<file path="src/rtl/uart_tx_framer.sv">
// UART transmit framer: serialises one latched byte per request into
// start / data (LSB first) / optional parity / stop bits, OVERSAMPLE ticks per bit.
module uart_tx_framer #(
    parameter int DATA_BITS  = 8,
    parameter int OVERSAMPLE = 16,
    parameter int STOP_BITS  = 1,
    parameter int PARITY_EN  = 0,
    parameter int PARITY_ODD = 0
) (
    input  logic                 clk,
    input  logic                 reset,
    input  logic                 baudtick,
    input  logic                 txstart,
    input  logic [DATA_BITS-1:0] txdatain,
    output logic                 txout,
    output logic                 txbusy,
    output logic                 txdone
);

    localparam int             TW        = $clog2(OVERSAMPLE);
    localparam logic [TW-1:0]  TICK_LAST = TW'(OVERSAMPLE - 1);
    localparam logic [2:0]     BIT_LAST  = 3'(DATA_BITS - 1);
    localparam logic           STOP_LAST = (STOP_BITS == 2);
    localparam logic           ODD_SENSE = (PARITY_ODD != 0);
    localparam logic           PAR_ON    = (PARITY_EN != 0);

    typedef enum logic [2:0] {
        ST_IDLE   = 3'd0,
        ST_START  = 3'd1,
        ST_DATA   = 3'd2,
        ST_PARITY = 3'd3,
        ST_STOP   = 3'd4
    } state_t;

    state_t                 state_r;
    logic [TW-1:0]          tick_cnt_r;
    logic [2:0]             bit_cnt_r;
    logic                   stop_cnt_r;
    logic [DATA_BITS-1:0]   shift_r;
    logic                   par_r;
    logic                   txout_r;
    logic                   txbusy_r;
    logic                   txdone_r;
    logic                   bit_end_s;

    function automatic logic calc_parity(input logic [DATA_BITS-1:0] data, input logic odd);
        return (^data) ^ odd;
    endfunction

    // A bit period closes on the baudtick that would bring the count to OVERSAMPLE
    assign bit_end_s = baudtick && (tick_cnt_r == TICK_LAST);

    // Frame sequencer with registered line, busy and done outputs
    always_ff @(posedge clk or negedge reset) begin
        if (!reset) begin
            state_r    <= ST_IDLE;
            tick_cnt_r <= {TW{1'b0}};
            bit_cnt_r  <= 3'd0;
            stop_cnt_r <= 1'b0;
            shift_r    <= {DATA_BITS{1'b0}};
            par_r      <= 1'b0;
            txout_r    <= 1'b1;
            txbusy_r   <= 1'b0;
            txdone_r   <= 1'b0;
        end else begin
            txdone_r <= 1'b0;
            if (baudtick) begin
                if (bit_end_s) begin
                    tick_cnt_r <= {TW{1'b0}};
                end else begin
                    tick_cnt_r <= tick_cnt_r + TW'(1);
                end
            end
            case (state_r)
                ST_IDLE: begin
                    // a tick in the accept cycle must not count towards the start bit
                    tick_cnt_r <= {TW{1'b0}};
                    bit_cnt_r  <= 3'd0;
                    stop_cnt_r <= 1'b0;
                    if (txstart) begin
                        shift_r  <= txdatain;
                        par_r    <= calc_parity(txdatain, ODD_SENSE);
                        state_r  <= ST_START;
                        txout_r  <= 1'b0;
                        txbusy_r <= 1'b1;
                    end else begin
                        txout_r  <= 1'b1;
                        txbusy_r <= 1'b0;
                    end
                end
                ST_START: begin
                    if (bit_end_s) begin
                        state_r   <= ST_DATA;
                        bit_cnt_r <= 3'd0;
                        txout_r   <= shift_r[0];
                    end
                end
                ST_DATA: begin
                    if (bit_end_s) begin
                        shift_r <= shift_r >> 1;
                        if (bit_cnt_r == BIT_LAST) begin
                            if (PAR_ON) begin
                                state_r <= ST_PARITY;
                                txout_r <= par_r;
                            end else begin
                                state_r    <= ST_STOP;
                                stop_cnt_r <= 1'b0;
                                txout_r    <= 1'b1;
                            end
                        end else begin
                            bit_cnt_r <= bit_cnt_r + 3'd1;
                            txout_r   <= shift_r[1];
                        end
                    end
                end
                ST_PARITY: begin
                    if (bit_end_s) begin
                        state_r    <= ST_STOP;
                        stop_cnt_r <= 1'b0;
                        txout_r    <= 1'b1;
                    end
                end
                ST_STOP: begin
                    if (bit_end_s) begin
                        if (stop_cnt_r == STOP_LAST) begin
                            txdone_r <= 1'b1;
                            // back-to-back request: next start bit follows with no idle gap
                            if (txstart) begin
                                shift_r  <= txdatain;
                                par_r    <= calc_parity(txdatain, ODD_SENSE);
                                state_r  <= ST_START;
                                txout_r  <= 1'b0;
                                txbusy_r <= 1'b1;
                            end else begin
                                state_r  <= ST_IDLE;
                                txout_r  <= 1'b1;
                                txbusy_r <= 1'b0;
                            end
                        end else begin
                            stop_cnt_r <= 1'b1;
                        end
                    end
                end
                default: begin
                    state_r  <= ST_IDLE;
                    txout_r  <= 1'b1;
                    txbusy_r <= 1'b0;
                end
            endcase
        end
    end

    assign txout  = txout_r;
    assign txbusy = txbusy_r;
    assign txdone = txdone_r;

endmodule

</file>
<file path="config.mk">
export PLATFORM = sky130hd
export DESIGN_NAME = uart_tx_framer
export DESIGN_NICKNAME = d
export VERILOG_FILES = /design/src/rtl/uart_tx_framer.sv
export SDC_FILE = /design/constraint.sdc
export NUM_CORES = 1
export LEC_CHECK = 0
export ABC_AREA = 1
export CORE_MARGIN = 5
export CORE_UTILIZATION = 29
export CTS_CLUSTER_SIZE = 20
export DETAILED_ROUTE_END_ITERATION = 6
export HOLD_SLACK_MARGIN = 0.06
export PLACE_DENSITY_LB_ADDON = 0.25
export SLEW_MARGIN = 20
export SYNTH_ARGS = -nofsm -noshare
export SYNTH_HDL_FRONTEND = slang
export SYNTH_SLANG_ARGS = --single-unit
</file>
<file path="constraint.sdc">
create_clock -name clk -period 1.7 [get_ports clk]
set_clock_uncertainty 0.05 [all_clocks]
set_input_delay 0.34 -clock clk [delete_from_list [all_inputs] [get_ports clk]]
set_output_delay 0.34 -clock clk [all_outputs]
set_load 0.05 [all_outputs]
</file>
==> results.py, run 1 <==
metrics = {
    "clock_network": {
        "clk_pin_slew_ns": 0.09,
        "tritoncts": "built",
        "cts_hold_buf": 0,
        "cts-root-buf": "clkbuf_8",
        "post_cts_buffers": 0,
        "clk_path_buf_depth": 2,
        "cts_resized": 0,
        "cts_buffers": 3,
        "worst_skew_pair.late_latency_ns": 0.26,
        "cts.sinks": 21,
        "ctsHtreeMaxLevel": 1,
    },
    "placed_design": {
        "place_congestion": 0.856,
        "placement.cell_area_mm2": 0.00144,
        "dpl_worst_slack_ns": -0.0390,
        "portBuffers": 14,
        "dpl.hpwl_mm": 1.92,
    },
    "setup_path": {
        "crit_fanout": 13,
        "r2r_start": "tick_cnt_r[0]",
        "crit_type": "flop to flop",
        "required_ns": 1.85,
        "start_kind": "flop",
        "worst-r2r-cell-count": 9,
        "crit_start": "tick_cnt_r[0]",
        "reg2reg_to": "shift_r[2]",
        "arrival_ns": 1.66,
        "r2r_slack_ns": 0.19,
        "end_kind": "flop",
    },
    "layout": {
        "area_growth_pct": 21.8,
        "diodes": 0,
        "drive_above_1_share": 0.191,
        "stdcell_area_mm2": 0.00148,
        "finalNetCount": 189,
    },
    "floorplanning": {
        "start_util": 0.302,
        "fp.dieH_um": 74.8,
        "num_rows": 23,
        "die_area_mm2": 0.00560,
        "die-width_um": 74.8,
        "io_pins": 15,
        "core-area_mm2": 0.00403,
    },
    "timing": {
        "rsz0062_at_grt": "no",
        "holdWs_ns": 0.370,
        "slew_viol_final": 0,
        "hold_violations": 0,
        "setup_viol": 0,
        "relSlewSlack": 0.727,
        "worstMarginPinSlew_ns": 0.407,
        "worst_slack_ns": 0.193,
        "period_share": 0.887,
        "fin_crit_ns": 1.51,
        "fmax_mhz": 663,
    },
    "synth": {
        "synth_area_leader_cell": "dfrtp_1",
        "yosys-top-cells-count": "47 x nand2_1, 20 x dfrtp_1, 16 x inv_1",
        "synth_top_family_by_area": "simple AND/OR/NAND/NOR gates",
        "synth_compound_area_frac": 0.121,
        "synth_nets": 167,
        "synthCells": 152,
        "muxShareOfSynthArea": 0,
        "yosysMostFrequentCell": "nand2_1",
        "synth-adder-area-share": 0.0308,
        "synth.area.top_cells": "dfrtp_1 41%, nand2_1 14%, o21ai_2 5.0%, nand3_1 4.9%, o21ai_0 4.9%",
        "ys_types": 24,
        "synth_edf_count": 0,
        "synthSimpleGateAreaFrac": 0.321,
        "synth_xor_area_frac": 0.00719,
        "ys.flop_type": "dfrtp_1",
        "yosysWarnings": 0,
        "synth-async-reset-ratio": 1.00,
        "syn_area_mm2": 0.00122,
        "synth_top_area_share": 0.411,
        "ys_ff_latch": 21,
        "synth.avg_cell_area_um2": 8.02,
        "yosysSeqAreaShare": 0.432,
    },
    "global_routing": {
        "grt_use_total": 0.106,
        "antenna_found_initial": 0,
        "grt_pass1_wl_mm": 4.58,
        "grt-ovfl-total": 0,
        "grt_pass1_vias": 1041,
        "grt_max_degree": 22,
    },
    "run_status": {
        "status": "complete, no violations",
    },
    "detailed_routing": {
        "wl_per_cell_um": 11.7,
        "antenna_left": 0,
        "drcViolationCount": 0,
        "via_count": 1039,
        "firstDrtPassIters": 4,
        "avgViaCountPerCell": 4.66,
        "drtIter0Drc": 73,
        "wl_mm": 2.60,
    },
    "power_and_ir_drop": {
        "p_leak_nw": 0.752,
        "powerDensity_mw_per_mm2": 1730,
        "ir_drop_mv": 0.602,
    },
    "hold_path": {
        "hold_class": "input pin to asynchronous set/reset pin",
    },
    "job": {
        "drv_cap": 0,
    },
}
logic make-up (layout without fill, tap and decap cells):
family,count (synthesis),after routing
AND/OR/NAND/NOR,82,82
XOR/XNOR,1,1
flip-flops,21,21
AO/OA/AOI/OAI,24,24
buffers and inverters,21,42
adder cells (fa/ha/maj),3,3
metrics by stage:
step	std cells	utilization	total power [mW]	TNS, ns
floorplan	152	-	1.92	0
global placement	219	0.356	2.18	-0.0458
detailed placement	219	0.356	2.23	-0.161
CTS	223	0.368	2.58	0
global route	223	0.368	2.79	0
finish	223	0.368	2.56	0
final cells by class:
class	count	area, µm²
clock inverter	1	7.51
tap	50	62.6
clock buffer	3	41.3
timing repair buffer	20	190
fill	404	2540
inverter	18	70.1
multi-input combinational	110	586
sequential	21	527
worst max-delay path by stage:
stage / slack (ns) / to / cells after the start
3_3_place_gp: -0.02 / shift_r[3] / 9
4_1_cts: 0.19 / shift_r[2] / 9
2_1_floorplan: 0.25 / bit_cnt_r[0] / 8
6_report: 0.19 / shift_r[2] / 9
3_5_place_dp: -0.04 / shift_r[2] / 9
5_1_grt: 0.04 / shift_r[1] / 9
layout by cell type, fill, tap and decap left out:
| cell | n |
|---|---|
| clkdlybuf4s50_1 | 11 |
| o21ai_2 | 7 |
| a31oi_1 | 1 |
| buf_12 | 1 |
| a21oi_1 | 2 |
| nand3b_1 | 2 |
| inv_1 | 16 |
| nand2_4 | 2 |
| o21ai_0 | 12 |
| nand4_1 | 4 |
| nand3_1 | 12 |
| dfrtp_1 | 20 |
| inv_4 | 1 |
| nand2_2 | 6 |
| xor2_1 | 1 |
| nand2_1 | 47 |
| ha_1 | 3 |
| nor2_1 | 7 |
| nor2_4 | 1 |
| nand3_4 | 1 |
| clkbuf_8 | 3 |
| o21ai_1 | 2 |
| inv_2 | 1 |
| dfstp_2 | 1 |
| buf_4 | 8 |
| clkinvlp_4 | 1 |
sequential cells by signal, indices dropped and copies added (netlist names):
| register | flops |
|---|---|
| txout | 1 |
| txbusy | 1 |
| txdone | 1 |
| tick_cnt_r | 4 |
| shift_r | 8 |
| state_r | 3 |
| bit_cnt_r | 3 |
metal layers:
layer	track usage	wire length, µm
met1	0.133	1250
met2	0.181	1190
met3	0.0214	127
met4	0.0356	34
met5	0	0
power by group:
part	leakage, nW	internal (mW)	switching [mW]	total, mW
Clock	0.0217	0.166	0.184	0.350
Combinational	0.460	0.499	0.872	1.37
Sequential	0.270	0.698	0.141	0.839
worst max-delay path, stage by stage (launching register included):
cell and delay (ns):
dfrtp_1 0.41, ha_1 0.18, nand2_1 0.08, nor2_1 0.12
nand2_2 0.12, nand2_4 0.12, nand2_4 0.07, inv_4 0.16
nand2_1 0.09, o21ai_2 0.06
No activity file was read; power rests on OpenSTA's default activity.
==> run 2, diff against run 1 <==
- PLACE_DENSITY: default -> 0.56
- PLACE_DENSITY_LB_ADDON: 0.25 -> default
- clock period: 1.7 -> 1.93 ns (I/O delays scaled with it)
==> results.py, run 2 (synthesis results as in run 1) <==
metrics = {
    "run_status": {
        "status": "complete, no violations",
    },
    "global_routing": {
        "grt_max_degree": 22,
        "antenna_found_initial": 0,
        "grt-ovfl-total": 0,
        "grt_pass1_wl_mm": 4.17,
        "grt_pass1_vias": 960,
        "grt_use_total": 0.0956,
    },
    "setup_path": {
        "crit_chain": "clkdlybuf4s50_1",
        "critPathSlowestCell": "clkdlybuf4s50_1",
        "worst-r2r-cell-count": 8,
        "path_buf_inv": 1,
        "cp.depth": 1,
        "required_ns": 1.49,
        "arrival_ns": 1.37,
        "slowest_delay_ns": 0.79,
        "start_kind": "flop",
        "crit_family": "buffers and inverters",
        "crit_fanout": 1,
        "end_kind": "output pin",
        "crit_type": "flop to output pin",
    },
    "detailed_routing": {
        "antenna_left": 0,
        "firstDrtPassIters": 4,
        "via_count": 1016,
        "wl_per_cell_um": 10.9,
        "drtIter0Drc": 27,
        "drcViolationCount": 0,
        "avgViaCountPerCell": 4.66,
        "wl_mm": 2.37,
    },
    "clock_network": {
        "post_cts_buffers": 0,
        "worst_skew_pair.late_latency_ns": 0.26,
        "ctsHtreeMaxLevel": 1,
        "cts_buffers": 3,
        "cts_resized": 0,
        "tritoncts": "built",
        "cts-root-buf": "clkbuf_8",
        "clk_path_buf_depth": 2,
        "cts_hold_buf": 0,
        "cts.sinks": 21,
        "clk_pin_slew_ns": 0.08,
    },
    "layout": {
        "diodes": 0,
        "largest_registers": "shift_r (8), tick_cnt_r (4)",
        "max_flop_register": "shift_r",
        "stdcell_area_mm2": 0.00143,
        "drive_above_1_share": 0.161,
        "largest_reg_flops": 8,
        "finalNetCount": 184,
        "final_cell_mix": "47 x nand2_1, 20 x dfrtp_1, 16 x inv_1",
        "final_common_cell": "nand2_1",
        "area_growth_pct": 17.7,
    },
    "placed_design": {
        "place_congestion": 0.804,
        "dpl_worst_slack_ns": 0.0167,
        "portBuffers": 14,
        "placement.cell_area_mm2": 0.00139,
        "dpl.hpwl_mm": 1.86,
    },
    "timing": {
        "tns_ns": 0,
        "rsz0062_at_grt": "no",
        "worst_slack_ns": 0.119,
        "hold_violations": 0,
        "setup_viol": 0,
        "fmax_mhz": 552,
        "slew_viol_final": 0,
        "period_share": 0.938,
        "fin_crit_ns": 1.81,
        "relSlewSlack": 0.671,
        "holdWs_ns": 0.406,
        "worstMarginPinSlew_ns": 0.492,
    },
    "floorplanning": {
        "start_util": 0.302,
        "die_area_mm2": 0.00560,
        "fp.dieH_um": 74.8,
        "num_rows": 23,
        "core-area_mm2": 0.00403,
        "io_pins": 15,
        "die-width_um": 74.8,
    },
    "hold_path": {
        "hold_class": "input pin to asynchronous set/reset pin",
    },
    "power_and_ir_drop": {
        "powerDensity_mw_per_mm2": 1490,
        "p_leak_nw": 0.726,
        "ir_drop_mv": 0.705,
        "fin_total_pwr_mw": 2.13,
    },
    "job": {
        "drv_cap": 0,
    },
}
[run 2: changes by cell type in the layout (fill, tap and decap cells not counted), sizes merged]
| cell | change |
|---|---|
| buf | -6 |
| clkdlybuf4s50 | +1 |
| clkinv | +1 |
| clkinvlp | -1 |
[run 2: through the flow]
| stage | cells | utilization |
|---|---|---|
| 2_1_floorplan | 152 | - |
| 3_3_place_gp | 214 | 0.344 |
| 3_5_place_dp | 214 | 0.344 |
| 4_1_cts | 218 | 0.356 |
| 5_1_grt | 218 | 0.356 |
| 6_report | 218 | 0.356 |
[run 2: power by group]
group	internal, mW	switching (mW)	leakage (nW)	total (mW)
Sequential	0.615	0.130	0.270	0.745
Combinational	0.373	0.730	0.430	1.10
Clock	0.144	0.142	0.0255	0.285
[run 2: cell type report]
type	count	area [µm²]
clock buffer	3	41.3
multi-input combinational	110	586
inverter	18	70.1
timing repair buffer	15	143
tap	50	62.6
clock inverter	1	5.00
sequential	21	527
fill	422	2590
[run 2: final timing paths]
check / start / to / slack, ns
setup / recovery: txdone / txdone / 0.12
hold / removal: reset / shift_r[5] / 0.41
setup reg to reg: bit_cnt_r[0] / bit_cnt_r[1] / 0.30
hold reg to reg: bit_cnt_r[2] / bit_cnt_r[2] / 0.44
max in group asynchronous: reset / txout / 1.14
min in group clk: bit_cnt_r[2] / bit_cnt_r[2] / 0.44
[run 2: worst reg2reg max path, stage by stage, from the launching register on]
cell	delay, ns
dfrtp_1	0.40
ha_1	0.21
ha_1	0.17
inv_1	0.10
nand2_1	0.07
a21oi_1	0.25
nand2_1	0.14
nand2_1	0.08
nand2_1	0.04
[run 2: metal layers]
metal	share of wire	GRT usage
met1	0.46	0.116
met2	0.46	0.159
met5	0	0
met4	0.0059	0.0257
met3	0.070	0.0360
==> run 3, diff against run 2 <==
- CTS_BUF_LIST: default -> sky130_fd_sc_hd__clkbuf_2
==> results.py, run 3 (synthesis results as in run 1) <==
metrics = {
    "run_status": {
        "status": "complete, no violations",
    },
    "floorplanning": {
        "die_area_mm2": 0.00560,
        "num_rows": 23,
        "fp.dieH_um": 74.8,
        "io_pins": 15,
        "core-area_mm2": 0.00403,
        "die-width_um": 74.8,
        "start_util": 0.302,
    },
    "clock_network": {
        "tritoncts": "built",
        "cts.sinks": 21,
        "post_cts_buffers": 0,
        "clk_path_buf_depth": 2,
        "worst_skew_pair.late_latency_ns": 0.33,
        "cts_buffers": 3,
        "cts-root-buf": "clkbuf_2",
        "ctsHtreeMaxLevel": 1,
        "clk_pin_slew_ns": 0.21,
    },
    "detailed_routing": {
        "firstDrtPassIters": 4,
        "via_count": 1012,
        "drtIter0Drc": 21,
        "antenna_left": 0,
        "wl_mm": 2.37,
        "drcViolationCount": 0,
        "wl_per_cell_um": 10.9,
        "avgViaCountPerCell": 4.64,
    },
    "setup_path": {
        "crit_start": "bit_cnt_r[0]",
        "r2r_start": "bit_cnt_r[0]",
        "reg2reg_to": "bit_cnt_r[1]",
        "worst-r2r-cell-count": 8,
        "r2r_slack_ns": 0.29,
        "crit_fanout": 4,
        "required_ns": 2.11,
        "end_kind": "flop",
        "arrival_ns": 1.82,
        "crit_type": "flop to flop",
        "crit_path_end": "bit_cnt_r[1]",
        "start_kind": "flop",
    },
    "layout": {
        "final_cell_mix": "47 x nand2_1, 20 x dfrtp_1, 16 x inv_1",
        "drive_above_1_share": 0.161,
        "area_growth_pct": 15.4,
        "final_common_cell": "nand2_1",
        "finalNetCount": 184,
        "largest_registers": "shift_r (8), tick_cnt_r (4)",
        "largest_reg_flops": 8,
        "diodes": 0,
        "num-fill-cells": 427,
        "max_flop_register": "shift_r",
        "stdcell_area_mm2": 0.00141,
    },
    "timing": {
        "relSlewSlack": 0.677,
        "tns_ns": 0,
        "period_share": 0.850,
        "fmax_mhz": 610,
        "rsz0062_at_grt": "no",
        "worstMarginPinSlew_ns": 0.487,
        "slew_viol_final": 0,
        "setup_viol": 0,
        "worst_slack_ns": 0.290,
        "hold_violations": 0,
        "fin_crit_ns": 1.64,
    },
    "global_routing": {
        "grt-ovfl-total": 0,
        "grt_pass1_wl_mm": 4.17,
        "grt_use_total": 0.0956,
        "antenna_found_initial": 0,
        "grt_max_degree": 22,
        "grt_pass1_vias": 960,
    },
    "power_and_ir_drop": {
        "fin_total_pwr_mw": 2.03,
        "ir_drop_mv": 0.638,
        "powerDensity_mw_per_mm2": 1440,
        "p_leak_nw": 0.722,
    },
    "placed_design": {
        "portBuffers": 14,
        "dpl.hpwl_mm": 1.86,
        "placement.cell_area_mm2": 0.00139,
        "place_congestion": 0.804,
        "dpl_worst_slack_ns": 0.0167,
    },
    "hold_path": {
        "hold_class": "input pin to asynchronous set/reset pin",
    },
    "job": {
        "drv_cap": 0,
    },
}
-- run 3: changes by cell type in the layout (fill, tap and decap cells not counted) --
cell / delta
clkdlybuf4s50_1: -1
dlygate4sd2_1: +1
clkbuf_8: -3
clkbuf_2: +3
-- run 3: worst min path at each step --
stage	slack [ns]	to	cells past startpoint
global placement	0.42	bit_cnt_r[1]	2
finish	0.30	shift_r[5]	2
global route	0.32	shift_r[5]	2
floorplan	0.04	bit_cnt_r[0]	0
CTS	0.29	shift_r[5]	2
detailed placement	0.42	bit_cnt_r[2]	2
-- run 3: what timing repair did --
| action | CTS | global route |
|---|---|---|
| resized for setup | 1 | 0 |
| hold buffers | 0 | 0 |
| endpoints found under the setup margin | 1 | 0 |
-- run 3: power by group --
part | internal, mW | switching, mW | total [mW]
combinational | 0.373 | 0.729 | 1.10
sequential | 0.612 | 0.130 | 0.742
clock | 0.0469 | 0.135 | 0.182
-- run 3: area by class of cell --
class,instances,area [µm²],area share
Clock inverter,1,5.00,0.00356
Multi-Input combinational cell,110,586,0.416
Tap cell,50,62.6,0.0445
Sequential cell,21,527,0.375
Timing Repair Buffer,15,141,0.101
Inverter,18,70.1,0.0498
Clock buffer,3,15.0,0.0107
-- run 3: through the flow --
stage / hold WS (ns) / utilization / std cells
6_report: 0.304 / 0.349 / 218
5_1_grt: 0.322 / 0.349 / 218
4_1_cts: 0.292 / 0.349 / 218
3_5_place_dp: 0.421 / 0.344 / 214
3_3_place_gp: 0.416 / 0.344 / 214
2_1_floorplan: 0.0404 / - / 152
-- run 3: worst max-delay path: stages, from the launching register on --
cell     delay, ns
dfrtp_1       0.44
ha_1          0.21
ha_1          0.17
inv_1         0.10
nand2_1       0.07
a21oi_1       0.25
nand2_1       0.14
nand2_1       0.08
nand2_1       0.04
-- run 3: per-layer routing --
metal / GRT usage / up-vias / share of wire
met5: 0 / - / 0
met1: 0.116 / 461 / 0.47
met2: 0.159 / 26 / 0.46
met4: 0.0257 / 0 / 0.0059
li1: - / 523 / -
met3: 0.0360 / 2 / 0.067
